$ cat src/rtl/hamming_weight_enum_pkg.sv
`default_nettype none
// ============================================================================
// Module      : hamming_weight_enum_pkg
// Description : Shared widths, FSM state type and weight-mask helpers for the
//               fixed-weight word enumerator.
// Revision    : 1.0 - initial release
// ============================================================================
package hamming_weight_enum_pkg;

    localparam int WORD_W = 8;
    localparam int IDX_W  = 7;

    typedef enum logic [0:0] {
        IDLE = 1'b0,
        RUN  = 1'b1
    } state_t;

    // Smallest word of weight k: k ones packed at the bottom.
    function automatic logic [WORD_W-1:0] first_mask(input logic [3:0] k);
        logic [WORD_W:0] m;
        m = (9'd1 << k) - 9'd1;
        return m[WORD_W-1:0];
    endfunction

    // Largest word of weight k: k ones packed at the top.
    function automatic logic [WORD_W-1:0] last_mask(input logic [3:0] k);
        logic [2*WORD_W-1:0] t;
        t = {8'h00, first_mask(k)} << (4'd8 - k);
        return t[WORD_W-1:0];
    endfunction

endpackage
`default_nettype wire

$ cat src/rtl/hamming_weight_enum_gosper_next.sv
`default_nettype none
// ============================================================================
// Module      : gosper_next
// Description : Combinational next-larger word with identical popcount
//               (Gosper's hack) for 8-bit words.
// Revision    : 1.0 - initial release
// ============================================================================
module gosper_next
    import hamming_weight_enum_pkg::*;
(
    input  logic [WORD_W-1:0] x,
    output logic [WORD_W-1:0] nxt
);

    logic [WORD_W-1:0] w_c;
    logic [WORD_W:0]   w_r;
    logic [WORD_W:0]   w_diff;
    logic [2:0]        w_ctz;

    // Downward scan leaves the index of the lowest set bit.
    always_comb begin
        w_ctz = 3'd0;
        for (int i = WORD_W - 1; i >= 0; i--) begin
            if (x[i]) w_ctz = 3'(i);
        end
    end

    assign w_c    = x & (~x + 8'd1);
    assign w_r    = {1'b0, x} + {1'b0, w_c};
    assign w_diff = w_r ^ {1'b0, x};
    assign nxt    = w_r[WORD_W-1:0] | 8'((w_diff >> 2) >> w_ctz);

endmodule
`default_nettype wire

$ cat src/rtl/hamming_weight_enum.sv
`default_nettype none
// ============================================================================
// Module      : hamming_weight_enum
// Description : Streams every 8-bit word of popcount k in ascending order over
//               a valid/ready handshake. Define HAMMING_ENUM_SELFCHECK_EN to
//               build the sticky popcount/ordering checker behind chk_err.
// Revision    : 1.0 - initial release
// ============================================================================
module hamming_weight_enum
    import hamming_weight_enum_pkg::*;
(
    input  logic              clk,
    input  logic              rst,
    input  logic              start,
    input  logic [3:0]        weight,
    input  logic              abort,
    input  logic              out_ready,
    output logic              out_valid,
    output logic [WORD_W-1:0] out_word,
    output logic [IDX_W-1:0]  out_idx,
    output logic              out_last,
    output logic              busy,
    output logic              done,
    output logic              err,
    output logic              chk_err
);

    state_t              r_state;
    logic [3:0]          r_k;
    logic [WORD_W-1:0]   r_x;
    logic [IDX_W-1:0]    r_idx;
    logic                r_last;
    logic                r_done;
    logic                r_err;
    logic [WORD_W-1:0]   w_next;

    gosper_next u_next (
        .x   (r_x),
        .nxt (w_next)
    );

    always_ff @(posedge clk) begin
        if (rst) begin
            r_state <= IDLE;
            r_k     <= 4'd0;
            r_x     <= '0;
            r_idx   <= '0;
            r_last  <= 1'b0;
            r_done  <= 1'b0;
            r_err   <= 1'b0;
        end else begin
            r_done <= 1'b0;
            r_err  <= 1'b0;
            case (r_state)
                IDLE: begin
                    if (start) begin
                        if (weight > 4'd8) begin
                            r_err <= 1'b1;
                        end else begin
                            r_k     <= weight;
                            r_x     <= first_mask(weight);
                            r_idx   <= '0;
                            // Weights 0 and 8 have a single word.
                            r_last  <= (weight == 4'd0) || (weight == 4'd8);
                            r_state <= RUN;
                        end
                    end
                end
                RUN: begin
                    if (abort) begin
                        r_state <= IDLE;
                        r_last  <= 1'b0;
                    end else if (out_ready) begin
                        if (r_last) begin
                            r_state <= IDLE;
                            r_last  <= 1'b0;
                            r_done  <= 1'b1;
                        end else begin
                            r_x    <= w_next;
                            r_idx  <= r_idx + 7'd1;
                            r_last <= (w_next == last_mask(r_k));
                        end
                    end
                end
                default: r_state <= IDLE;
            endcase
        end
    end

    assign out_valid = (r_state == RUN);
    assign busy      = (r_state == RUN);
    assign out_word  = r_x;
    assign out_idx   = r_idx;
    assign out_last  = r_last;
    assign done      = r_done;
    assign err       = r_err;

`ifdef HAMMING_ENUM_SELFCHECK_EN
    logic [3:0]        w_pop;
    logic [WORD_W-1:0] r_prev;
    logic              r_prev_vld;
    logic              r_chk_err;

    always_comb begin
        w_pop = 4'd0;
        for (int i = 0; i < WORD_W; i++) begin
            w_pop = w_pop + {3'd0, r_x[i]};
        end
    end

    always_ff @(posedge clk) begin
        if (rst) begin
            r_prev     <= '0;
            r_prev_vld <= 1'b0;
            r_chk_err  <= 1'b0;
        end else begin
            if (r_state == IDLE && start && weight <= 4'd8) begin
                r_prev_vld <= 1'b0;
            end else if (out_valid && out_ready && !abort) begin
                r_prev     <= r_x;
                r_prev_vld <= 1'b1;
            end
            if (out_valid && ((w_pop != r_k) || (r_prev_vld && r_x <= r_prev))) begin
                r_chk_err <= 1'b1;
            end
        end
    end

    assign chk_err = r_chk_err;
`else
    assign chk_err = 1'b0;
`endif

endmodule
`default_nettype wire

$ cat config.mk
export PLATFORM = sky130hd
export DESIGN_NAME = hamming_weight_enum
export DESIGN_NICKNAME = d
export VERILOG_FILES = /design/src/rtl/hamming_weight_enum_pkg.sv /design/src/rtl/hamming_weight_enum_gosper_next.sv /design/src/rtl/hamming_weight_enum.sv
export SDC_FILE = /design/constraint.sdc
export NUM_CORES = 1
export LEC_CHECK = 0
export CAP_MARGIN = 20
export CORE_ASPECT_RATIO = 2
export CORE_MARGIN = 5
export CORE_UTILIZATION = 60
export DETAILED_ROUTE_END_ITERATION = 10
export GPL_TIMING_DRIVEN = 0
export PLACE_DENSITY = 0.8
export SYNTH_ARGS = -nofsm -noshare
export SYNTH_HDL_FRONTEND = slang
export SYNTH_HIERARCHICAL = 1
export SYNTH_SLANG_ARGS = --single-unit
$ cat constraint.sdc
create_clock -name clk -period 10 [get_ports clk]
set_clock_uncertainty 0.05 [all_clocks]
set_input_delay 3 -clock clk [delete_from_list [all_inputs] [get_ports clk]]
set_output_delay 3 -clock clk [all_outputs]
set_load 0.005 [all_outputs]
==> results <==
- The run finished with clean final reports.
- The per-cell routed wire length is between 15 and 20 um.
- Of the cells placed in the final design, the portion with a size suffix greater than 1 is 0.1072.
- The largest total area in the synthesized netlist belongs to sky130_fd_sc_hd__dfxtp_1.
- The minimum hold slack is approximately 0.45 ns.
- The number of nets produced by synthesis is 387.
- Data on the critical path is required at its endpoint by 10.15 ns.
- The total standard cell area after synthesis is 0.002690 mm^2.
- The first-iteration detailed-routing DRC count is 179.
- For this run, the number of standard cells in the final layout without fillers is between 400 and 500.
- Of the available clock period, the critical path in the final layout requires 0.5352.
- Entering global routing, the biggest net connects 14 pins.
- Along the worst path, the maximum fanout reaches 8.
- The main flop type after synthesis is sky130_fd_sc_hd__dfxtp_1.
- The worst max-slew margin expressed relative to the limit is 0.5715.
- For this run, the post-layout net count is 420.
- Synthesis inferred 23 register bits.
- The class of the worst hold path is reg2reg.
- The power density over the cells is 115.6 mW/mm^2.
- The die is 104.7 um tall.
- CTS built an H-tree with a depth of 1.
- The setup violation total in the final timing report is 0.
- The tree is rooted in a sky130_fd_sc_hd__clkbuf_8.
- The first detailed-routing pass took 5 iterations.
- The first global-routing pass estimated approximately 14000 um of wire.
- The worst setup path is of the in2reg kind.
- The largest stage delay on the critical path is 0.53 ns.
- The maximum ir drop on the vdd rail is 0.08805 mV.
- The final layout contains routed wiring with a total length of 8279 um.
- The overall overflow remaining after global route is 0.
- During placement, the flow inserted port buffers numbering 28.
- Dividing the detail-routed via count by the number of cells gives between 6 and 7.
- The max-capacitance violation count is 0.
- Compared with the post-synthesis result, the final layout area differs by 14.65%.
- Of the post-synthesis cell area, the dominant cell type holds 0.1712.
- The count of pins over their slew limit is 0.
- The via count of the first global-routing pass is 2928.
- The proportion of synthesized chip area in sequential cells is 0.1712.
- Static timing analysis puts the maximum clock frequency at roughly 190 MHz.
- The number of antenna violations at the first check in global routing is 0.
- The clock network latency to the later pin of the worst-skew pair is around 0.27 ns.
- Detailed placement finished with a half-perimeter wire length of ~6400 um.
- Across all layers, the routed design uses approximately 3000 vias.
- The share of synthesized registers carrying an async set or reset is 0.
- Clock-pin slew was measured on the worst setup and hold paths at around 0.080 ns.
- 30 I/O pins were placed.
- The leakage power is approximately 0.0011 uW.
- The number of resized instances in the post-cts repair step is 0.
- The worst setup path is captured at a register.
- The post-route antenna net violation count is 0.
- The count of cell types in the netlist is 78.
- Setup repair after global routing left no endpoint under its margin.
- The post-synthesis average cell area is 7.290 um^2.
- The transition time at the pin with the least slew margin is 0.6361 ns.
- No sink is reached through more buffers than the 2 on the longest clock path.
- The final period demand of the worst path is 5.352 ns.
- Once the clock tree was built, the setup fixing pass inserted 0 buffers.
- The initial utilization of the core area, before any placement, comes to 0.6200.
- The weighted congestion reported at the end of routability-driven placement is 1.065.
- The number of hold-slack violations in the final timing report is 0.
- The floorplan step defined a die boundary enclosing roughly 0.006 mm^2.
- The kind of start point of the critical path is an input pin.
- The total negative slack is 0 ns.
- After floorplanning, the core was divided into 34 placement rows.
- The slowest library cell on the worst path is sky130_fd_sc_hd__clkdlybuf4s50_1.
- In this run, post-CTS hold repair placed 0 buffers.
- For the worst setup path, the data arrival time is 5.50 ns.
- Counting flops with a built-in enable in the synthesized netlist gives 0.
- Sorting the synthesized cells by how often they occur yields sky130_fd_sc_hd__nor2_1, sky130_fd_sc_hd__nand2_1, sky130_fd_sc_hd__a21oi_1, sky130_fd_sc_hd__o21ai_0, sky130_fd_sc_hd__dfxtp_1.
- Clock tree synthesis found a total of 23 sinks.
- Yosys printed 6 warnings.
- At the placement stage, the worst setup path has a slack of approximately 4.4 ns.
- Walking the worst path, the cells encountered are clkdlybuf4s50_1 -> or3_1 -> a21oi_1 -> nand2b_1 -> clkbuf_1 -> and4_1 -> nand3_1 -> xor2_1 -> nor3_1.
- The repair_antennas step left the layout with diodes totalling 0.
- The gate count of the mapped netlist is 369.
- In this run, CTS created clock tree buffers numbering 3.
- The post-placement cell area is a little over 0.003 mm^2.
- The most common cell in the netlist is sky130_fd_sc_hd__nor2_1.
- The placed instance count is about 450.
- In this run the standard cell core region covers 0.004339 mm^2.
- The post-detailed-route DRC marker count is 0.
- The global-route usage over all layers is 0.2827.
- The worst path meets setup with about 4.6 ns of slack.
- By area the synthesized netlist is led by sky130_fd_sc_hd__dfxtp_1, sky130_fd_sc_hd__nor2_1, sky130_fd_sc_hd__a21oi_1.
- The finished layout cell area is 0.003084 mm^2.
- In this run the horizontal extent of the chip is 57.35 um.
- TritonCTS built the clock tree.
registers in the layout (all words and copies together) (netlist names):
signal / count
out_word: 8
out_last: 1
busy: 1
out_idx: 7
err: 1
r_k: 4
done: 1
where the power goes:
part           total (uW)  switching, uW  internal [uW]
logic                 197            115           81.6
registers             102           5.71           95.8
clock network        57.9           30.1           27.8
total                 356            151            205
metal layers:
metal  GRT usage  vias up  routed length [um]
li1            -     1449                   -
met1      0.3119     1363                2992
met2      0.5259      152                4461
met3     0.01481       37                 446
met4      0.1327        0                 379
met5           0        -                   0
worst max-delay path, delay by kind of cell:
kind                   cells  cell delay, ns
AND/OR/NAND/NOR            5            1.15
buffers and inverters      2            0.84
AO/OA/AOI/OAI              1            0.34
XOR/XNOR                   1            0.15
cells by family after synthesis:
logic type,share of synthesized area
AOI/OAI and AO/OA,0.3102
xor gates and xnor gates,0.02930
adders and majority gates,0.04186
buffers and inverters,0.09349
DFF,0.1712
muxes,0.04558
other,0.001394
and+or+nand+nor,0.3070
metrics by stage:
step,power (uW),util
CTS,352.2,0.7108
global placement,291.8,0.7001
floorplan,245.1,-
global route,380.5,0.7108
finish,356.4,0.7108
detailed placement,295.1,0.7001
final timing paths:
kind	endpoint	cells after the start	start	slack [ns]
max	out_idx[6]	9	weight[2]	4.65
min	out_word[2]	2	out_word[2]	0.45
max reg2reg	out_last	14	r_k[0]	5.50
min reg2reg	out_word[2]	2	out_word[2]	0.45
final cells by class:
class / instances / area, um^2
multi-input combinational: 301 / 1978
fill: 390 / 1255
sequential: 23 / 460.4
timing repair buffer: 28 / 280.3
buffer: 30 / 195.2
tap: 54 / 67.56
inverter: 15 / 56.30
clock buffer: 3 / 41.29
clock inverter: 1 / 5.005
cell usage in the layout, fill, tap and decap left out, types with 4 or more instances in the layout:
| cell type | netlist | layout |
|---|---|---|
| sky130_fd_sc_hd__clkbuf_8 | 5 | 8 |
| sky130_fd_sc_hd__o211ai_1 | 7 | 7 |
| sky130_fd_sc_hd__ha_1 | 9 | 9 |
| sky130_fd_sc_hd__nor3_1 | 18 | 18 |
| sky130_fd_sc_hd__nand3b_1 | 7 | 7 |
| sky130_fd_sc_hd__or4b_2 | 4 | 4 |
| sky130_fd_sc_hd__nand2b_1 | 10 | 10 |
| sky130_fd_sc_hd__clkbuf_1 | 16 | 16 |
| sky130_fd_sc_hd__a211oi_1 | 4 | 4 |
| sky130_fd_sc_hd__a31oi_1 | 5 | 5 |
| sky130_fd_sc_hd__o31ai_1 | 7 | 7 |
| sky130_fd_sc_hd__o21ai_0 | 26 | 26 |
| sky130_fd_sc_hd__nor2b_1 | 8 | 8 |
| sky130_fd_sc_hd__clkdlybuf4s50_1 | 0 | 28 |
| sky130_fd_sc_hd__dfxtp_1 | 23 | 23 |
| sky130_fd_sc_hd__buf_4 | 5 | 5 |
| sky130_fd_sc_hd__nor2_1 | 40 | 40 |
| sky130_fd_sc_hd__mux2i_1 | 6 | 6 |
| sky130_fd_sc_hd__xnor2_1 | 6 | 6 |
| sky130_fd_sc_hd__inv_1 | 14 | 14 |
| sky130_fd_sc_hd__o22ai_1 | 5 | 5 |
| sky130_fd_sc_hd__nand3_1 | 8 | 8 |
| sky130_fd_sc_hd__o221ai_1 | 4 | 4 |
| sky130_fd_sc_hd__a21oi_1 | 26 | 26 |
| sky130_fd_sc_hd__nand2_1 | 29 | 29 |
(Power assumes the default switching activity.)
